$ cat config.mk
export PLATFORM = sky130hd
export DESIGN_NAME = gcd_datapath_flat
export DESIGN_NICKNAME = d
export VERILOG_FILES = /design/src/rtl/gcd_datapath_if.sv /design/src/rtl/gcd_datapath.sv /design/src/flat_wrapper.sv
export SDC_FILE = /design/constraint.sdc
export NUM_CORES = 1
export LEC_CHECK = 0
export BUFFER_PORTS_ARGS = -buffer_cell sky130_fd_sc_hd__buf_2
export CAP_MARGIN = 20
export CORE_MARGIN = 4
export CORE_UTILIZATION = 65
export CTS_CLUSTER_DIAMETER = 40
export CTS_CLUSTER_SIZE = 40
export DETAILED_ROUTE_END_ITERATION = 16
export PLACE_DENSITY = 0.84
export SETUP_SLACK_MARGIN = 0.05
export SKIP_CTS_REPAIR_TIMING = 1
export SYNTH_ARGS = -nofsm -noshare
export SYNTH_HDL_FRONTEND = slang
export SYNTH_SLANG_ARGS = --single-unit
export TNS_END_PERCENT = 20
$ cat constraint.sdc
create_clock -name clk -period 8.5 [get_ports clk]
set_input_delay 0.425 -clock clk [delete_from_list [all_inputs] [get_ports clk]]
set_output_delay 0.425 -clock clk [all_outputs]
set_load 0.01 [all_outputs]
$ cat src/rtl/gcd_datapath_if.sv
// Start/done handshake bundle for the subtract-based GCD engine.
// iter_count exists only when GCD_ITER_COUNT_EN is defined.
interface gcd_datapath_if #(
  parameter int unsigned WIDTH = 16
) ();
  logic             start;
  logic [WIDTH-1:0] data_in;
  logic             done;
  logic [WIDTH-1:0] gcd_out;
`ifdef GCD_ITER_COUNT_EN
  logic [15:0]      iter_count;

  modport master (output start, data_in, input done, gcd_out, iter_count);
  modport slave  (input start, data_in, output done, gcd_out, iter_count);
`else
  modport master (output start, data_in, input done, gcd_out);
  modport slave  (input start, data_in, output done, gcd_out);
`endif
endinterface

$ cat src/rtl/gcd_datapath.sv
// Iterative subtract-based GCD engine: A/B datapath with its control FSM.
// Optional GCD_ITER_COUNT_EN adds a saturating subtraction counter on iter_count.
module gcd_datapath #(
  parameter int unsigned WIDTH = 16
) (
  input  logic            clk,
  input  logic            rst_n,
  gcd_datapath_if.slave   bus
);

  localparam logic [2:0] StIdle  = 3'd0;
  localparam logic [2:0] StLoadA = 3'd1;
  localparam logic [2:0] StLoadB = 3'd2;
  localparam logic [2:0] StRun   = 3'd3;
  localparam logic [2:0] StDone  = 3'd4;

  logic [2:0]       state_q, state_d;
  logic [WIDTH-1:0] a_q, a_d;
  logic [WIDTH-1:0] b_q, b_d;

  always_comb begin
    state_d = state_q;
    a_d     = a_q;
    b_d     = b_q;
    case (state_q)
      StIdle: begin
        if (bus.start) state_d = StLoadA;
      end
      StLoadA: begin
        a_d     = bus.data_in;
        state_d = StLoadB;
      end
      StLoadB: begin
        b_d     = bus.data_in;
        state_d = StRun;
      end
      StRun: begin
        // Zero checks come first so gcd(0,x)=x and gcd(x,0)=x end in one cycle.
        if (a_q == '0) begin
          a_d     = b_q;
          state_d = StDone;
        end else if (b_q == '0) begin
          state_d = StDone;
        end else if (a_q > b_q) begin
          a_d = a_q - b_q;
        end else if (a_q < b_q) begin
          b_d = b_q - a_q;
        end else begin
          state_d = StDone;
        end
      end
      StDone: begin
        if (!bus.start) state_d = StIdle;
      end
      default: state_d = StIdle;
    endcase
  end

  always_ff @(posedge clk or negedge rst_n) begin
    if (!rst_n) begin
      state_q <= StIdle;
      a_q     <= '0;
      b_q     <= '0;
    end else begin
      state_q <= state_d;
      a_q     <= a_d;
      b_q     <= b_d;
    end
  end

  assign bus.done    = (state_q == StDone);
  assign bus.gcd_out = a_q;

`ifdef GCD_ITER_COUNT_EN
  logic [15:0] cnt_q, cnt_d;
  logic        run_sub;

  assign run_sub = (state_q == StRun) && (a_q != '0) && (b_q != '0) && (a_q != b_q);

  always_comb begin
    cnt_d = cnt_q;
    if (state_q == StLoadA) begin
      cnt_d = '0;
    end else if (run_sub && (cnt_q != 16'hFFFF)) begin
      cnt_d = cnt_q + 16'd1;
    end
  end

  always_ff @(posedge clk or negedge rst_n) begin
    if (!rst_n) begin
      cnt_q <= '0;
    end else begin
      cnt_q <= cnt_d;
    end
  end

  assign bus.iter_count = cnt_q;
`endif

endmodule

$ cat src/flat_wrapper.sv
// flat-port wrapper written by rule: the top's interface ports become plain ports
module gcd_datapath_flat 
#(
  parameter int unsigned WIDTH = 16
)
  (clk, rst_n, bus_start, bus_data_in, bus_done, bus_gcd_out);
  gcd_datapath_if #(.WIDTH(WIDTH)) bus_i ();
  input  logic clk;
  input  logic rst_n;
  input wire logic [$bits(bus_i.start)-1:0] bus_start;
  input wire logic [$bits(bus_i.data_in)-1:0] bus_data_in;
  output wire logic [$bits(bus_i.done)-1:0] bus_done;
  output wire logic [$bits(bus_i.gcd_out)-1:0] bus_gcd_out;
  assign bus_i.start = bus_start;
  assign bus_i.data_in = bus_data_in;
  assign bus_done = bus_i.done;
  assign bus_gcd_out = bus_i.gcd_out;
  gcd_datapath #(.WIDTH(WIDTH)) u_core (.clk(clk), .rst_n(rst_n), .bus(bus_i));
endmodule
* Word-level counts from Yosys, hierarchy flattened *
Index checks and enable logic that the tools add are counted.

word-level totals
  register bits after elaboration = 35
  input bits = 19
  output and inout port bits = 17
  word-level logic and storage cells = 45

cells by class
  $add $sub $neg = 2
  order comparisons = 2
  equal/unequal tests = 14
  muxes and demuxes = 16
  reductions and logical operators = 8

operator list
  operator                                                                 count
  16-bit two-way mux                                                       7
  16-bit one-hot mux with 2 select lines                                   2
  16-bit logical NOT                                                       2
  16-bit subtractor                                                        2
  3-bit two-way mux                                                        6
  16-bit > comparator                                                      1
  16-bit < comparator                                                      1
  3-bit one-hot mux with 5 select lines                                    1
  2-bit inequality test, second input constant                             5
  4-bit by 2-bit inequality test with 1-bit output, second input constant  2
  3-bit by 2-bit equality test with 1-bit output, second input constant    2
  5-bit AND reduction                                                      1
  4-bit AND reduction                                                      1
  2-bit nonzero test                                                       2
  3-bit by 1-bit equality test with 1-bit output, second input constant    1
  3-bit equality test, second input constant                               1
  3-bit logical NOT                                                        1
  3-bit by 1-bit inequality test with 1-bit output, second input constant  1
  3-bit by 2-bit inequality test with 1-bit output, second input constant  1
  3-bit AND reduction                                                      1
  2-bit by 1-bit inequality test with 1-bit output, second input constant  1

* Logic depth before layout (Yosys ltp) *
  depth in word-level cells = 6
  gate-level depth with buffers = 11
  mapped depth without buffers = 10

* Worst setup path before layout *
No wires, ideal clock.

  path type = register to register
  start = register u_core.a_q[14] (netlist: u_core.bus.gcd_out[14])
  end = register u_core.a_q[11] (netlist: u_core.bus.gcd_out[11])
  library setup time = 0.121 ns
  arrival time = 2.687 ns
  required time = 8.379 ns
  path slack = 5.692 ns
  stages on the path, launching flop included = 12
  buffers on the path = 2
  period minus slack after synthesis = 2.808 ns
  cell sequence = dfrtp_1 > inv_1 > ha_1 > buf_4 > and3_4 > or3b_1 > or4_1 > a21o_1 > o211ai_4 > buf_8 > nor2_1 > a22o_1

on the way
  word-level cells in the longest chain between the ends = 3
  elaborated cells on any way between the ends = 7
  classes of those cells = 1 x order compare; 2 x eq/ne; 2 x mux; 2 x reduce/logical

ends and longest elaborated chain
  what                                                                                            line                                    RTL
  from (decl)                                                                                     gcd_datapath.sv:18                      logic [WIDTH-1:0] a_q, a_d;
  from (signal assigned)                                                                          gcd_datapath.sv:62                      a_q <= '0;
  from (signal assigned)                                                                          gcd_datapath.sv:66                      a_q <= a_d;
  16-bit > comparator or 16-bit logical NOT (tied branches)                                       gcd_datapath.sv:44, gcd_datapath.sv:39
  3-bit by 1-bit inequality test with 1-bit output (no source line) (tied with other cells)       -
  3-bit AND reduction (no source line) or 16-bit one-hot mux with 2 select lines (tied branches)  -

Parallel ways exist; a longest one is shown, timed or not.
A chain may end at the register's enable or synchronous reset.

* Worst setup path in the final report *
  start = register u_core.a_q[2] (netlist: u_core.bus.gcd_out[2])
  end = register u_core.b_q[13]

on the way
  word-level cells in the longest chain between the ends = 6
  elaborated cells on any way between the ends = 13
  classes of those cells = 1 x add/sub; 2 x order compare; 3 x eq/ne; 5 x mux; 2 x reduce/logical

ends and longest elaborated chain
  what                                    line                RTL
  16-bit subtractor                       gcd_datapath.sv:47  b_d = b_q - a_q;
  16-bit two-way mux                      gcd_datapath.sv:46  end else if (a_q < b_q) begin
  16-bit two-way mux                      gcd_datapath.sv:44  end else if (a_q > b_q) begin
  16-bit two-way mux                      gcd_datapath.sv:42  end else if (b_q == '0) begin
  16-bit two-way mux                      gcd_datapath.sv:39  if (a_q == '0) begin
  16-bit one-hot mux with 2 select lines  gcd_datapath.sv:25  case (state_q)
  to (signal assigned)                    gcd_datapath.sv:63  b_q <= '0;
  to (signal assigned)                    gcd_datapath.sv:67  b_q <= b_d;
  to (decl)                               gcd_datapath.sv:19  logic [WIDTH-1:0] b_q, b_d;

Parallel ways exist; a longest one is shown, timed or not. The select of a mux whose other input is x is not followed.

==> flow_summary.yaml <==
route:
  dr.first_iter.drc_count: 371
  ant_nets: 0
  routedWlPerCell_um: 18.4
  routed_wirelength_um: 10100
  drt_pass1_iterations: 5
  vias_per_cell: 6.36
  drcViolationCount: 0
  num_vias: 3479
placement:
  post-dp-hpwl_um: 7640
  pre_cts_ws_ns: 4.96
  port_buffers: 35
  gp_congestion: 1.02
setup_path:
  worstPathArrival_ns: 3.78
  critical_path_required_ns: 8.68
  critPathKind: "register to register"
  endpoint_kind: "register"
  path_max_fanout: 19
  reg2regPathDepth: 9
  start_kind: "register"
sta:
  hold_viol_final: 0
  max_freq_ghz: 0.277
  drv_slew: 0
  skew_ns: 0.0127
  fin_crit_sh_pct: 42.4
  slew-limit-headroom_pct: 43.2
  finalSetupViolations: 0
  min_period_ns: 3.61
  tightest_slew_ns: 0.848
  tns_ns: 0
  timing.final.ws_setup_ns: 4.89
  grt_setup_unrepaired: "no"
global_routing:
  antenna_found_initial: 0
  grt_pass1_wl_um: 16500
  grt_max_degree: 36
  grt.total_usage_pct: 32.4
  gr-total-overflow: 0
  grt_pass1_vias: 3320
synth:
  syn_nets: 513
  syn_avg_cell_area_sq_um: 7.67
  synthesis.area_sq_um: 3530
  synth_warnings: 0
  yosysSeqAreaShare_pct: 24.8
  synth.distinct_cells: 57
  yosys.area.top_type: "dfrtp_1"
  synth_edf_count: 0
  synth_seq_cells: 35
  synth.top_cell.area_share_pct: 24.8
  async_reset_ff_share_pct: 100
  synth-main-ff-cell: "dfrtp_1"
  ys_top_cells_by_area: "dfrtp_1, ha_1, a21oi_1"
  netlist_instances: 461
clocking:
  cts_tree: "built"
  cts_buffers: 5
  clk_pin_slew_ns: 0.08
  cts_buffer_depth: 2
  cts_root_buffer: "clkbuf_8"
  clkLatencyLatePin_ns: 0.29
  cts_max_level: 2
  numClockSinks: 35
floorplanning:
  num_rows: 26
  dieArea_sq_um: 6680
  start_util_pct: 67.9
  fp.dieH_um: 81.7
  die_w_um: 81.7
  core-area_sq_um: 5200
  boundaryPins: 36
job:
  max-cap-violations: 0
layout:
  nFillCells: 430
  area_growth_syn_to_layout_pct: 7.15
  multi_input_area_sq_um: 2390
  regArea_sq_um: 876
  antenna_cells: 0
  final_util_pct: 72.8
  layout-drive-gt1-share_pct: 12.4
  nNetsFinal: 528
worst_hold_path:
  min_path_type: "input port to asynchronous set/reset pin"
status:
  outcome: "completed"
[layout make-up]
cell class / instances / area share [%]
clock buffer: 5 / 1.82
multi-input combinational: 361 / 63.0
clock inverter: 3 / 1.16
timing repair buffer: 37 / 5.02
sequential: 35 / 23.1
tap: 70 / 2.31
inverter: 36 / 3.57
[layer usage]
metal  vias to the layer above  GRT usage, %  wire [um]
li1                       1666             -          -
met1                      1618          45.0       4540
met2                       169          49.9       4490
met3                        26          7.02        780
met4                         0          11.0        241
met5                         -             0          0
[critical path, cell delays in order (launching register included)]
cell      delay (ns)
dfrtp_1         0.44
inv_1           0.07
ha_1            0.44
nor2b_1         0.24
o31ai_4         0.29
a311oi_1        0.18
or4_1           0.55
o22ai_2         0.60
buf_4           0.31
mux2_2          0.36
[flip-flops by register name, summed over array words and instances, names as in the netlist]
| name | count |
|---|---|
| u_core.state_q | 3 |
| u_core.b_q | 16 |
| u_core.bus.gcd_out | 16 |
[kinds of logic (layout without fill, tap and decap cells)]
kind of cell    Yosys count  count (layout)  share of synthesized area [%]
buf+inv                  65              81                           7.72
flops                    35              35                           24.8
simple gates            139             139                           18.7
fa+ha+maj                33              33                           12.1
mux                       7               7                           2.19
xor+xnor                 22              22                           5.45
compound gates          160             160                           29.1
[stage by stage]
step / instances / area, sq um / hold WS (ns)
2_1_floorplan: 461 / 3530 / 0.129
3_5_place_dp: 539 / 3670 / 0.517
6_report: 547 / 3790 / 0.227
4_1_cts: 547 / 3790 / 0.249
5_1_grt: 547 / 3790 / 0.283
3_3_place_gp: 539 / 3670 / 0.515
[final timing paths]
path | start | endpoint | slack [ns]
max | u_core.bus.gcd_out[2]$_DFFE_PN0P_ | u_core.b_q[13]$_DFFE_PN0P_ | 4.89
min | rst_n | u_core.state_q[1]$_DFFE_PN0P_ | 0.23
max reg2reg | u_core.bus.gcd_out[2]$_DFFE_PN0P_ | u_core.b_q[13]$_DFFE_PN0P_ | 4.89
min reg2reg | u_core.state_q[2]$_DFFE_PN0P_ | u_core.state_q[0]$_DFFE_PN0P_ | 0.53
max in group asynchronous | rst_n | u_core.bus.gcd_out[13]$_DFFE_PN0P_ | 7.74
min in group clk | bus_start | u_core.state_q[2]$_DFFE_PN0P_ | 0.38
[synthesized netlist by cell type, types with 3 or more instances]
cell type and number:
o211ai_1 4, nand4_1 6, inv_1 36, nor4_1 8
o31ai_1 7, nand2_1 54, mux2_2 6, o21bai_1 3
nand3_1 5, a21o_1 14, nor3b_1 3, a211oi_1 7
clkbuf_1 19, nor2_1 33, buf_1 3, o21a_1 7
a31oi_1 10, ha_1 31, nor2b_1 6, dfrtp_1 35
a21oi_1 44, nor3_1 8, xnor2_1 9, xor2_1 13
o311ai_0 3, o21ai_0 43, buf_4 4
[cells in the final DEF (no fill, tap or decap), types with 3 or more instances in the layout]
| master | Yosys | layout |
|---|---|---|
| nor2b_1 | 6 | 6 |
| a21oi_1 | 44 | 44 |
| nand4_1 | 6 | 6 |
| xor2_1 | 13 | 13 |
| o311ai_0 | 3 | 3 |
| o21ai_0 | 43 | 43 |
| nor3_1 | 8 | 8 |
| nand3_1 | 5 | 5 |
| buf_2 | 2 | 35 |
| mux2_2 | 6 | 6 |
| clkbuf_8 | 0 | 5 |
| ha_1 | 31 | 31 |
| inv_1 | 36 | 36 |
| xnor2_1 | 9 | 9 |
| o21a_1 | 7 | 7 |
| o211ai_1 | 4 | 4 |
| dfrtp_1 | 35 | 35 |
| nor3b_1 | 3 | 3 |
| o31ai_1 | 7 | 7 |
| o21bai_1 | 3 | 3 |
| nand2_1 | 54 | 54 |
| a31oi_1 | 10 | 10 |
| nor4_1 | 8 | 8 |
| nor2_1 | 33 | 33 |
| a21o_1 | 14 | 14 |
| a211oi_1 | 7 | 7 |
Power is not shown: default switching activity piles up to over one toggle a cycle in this logic, so the estimate is an artifact.
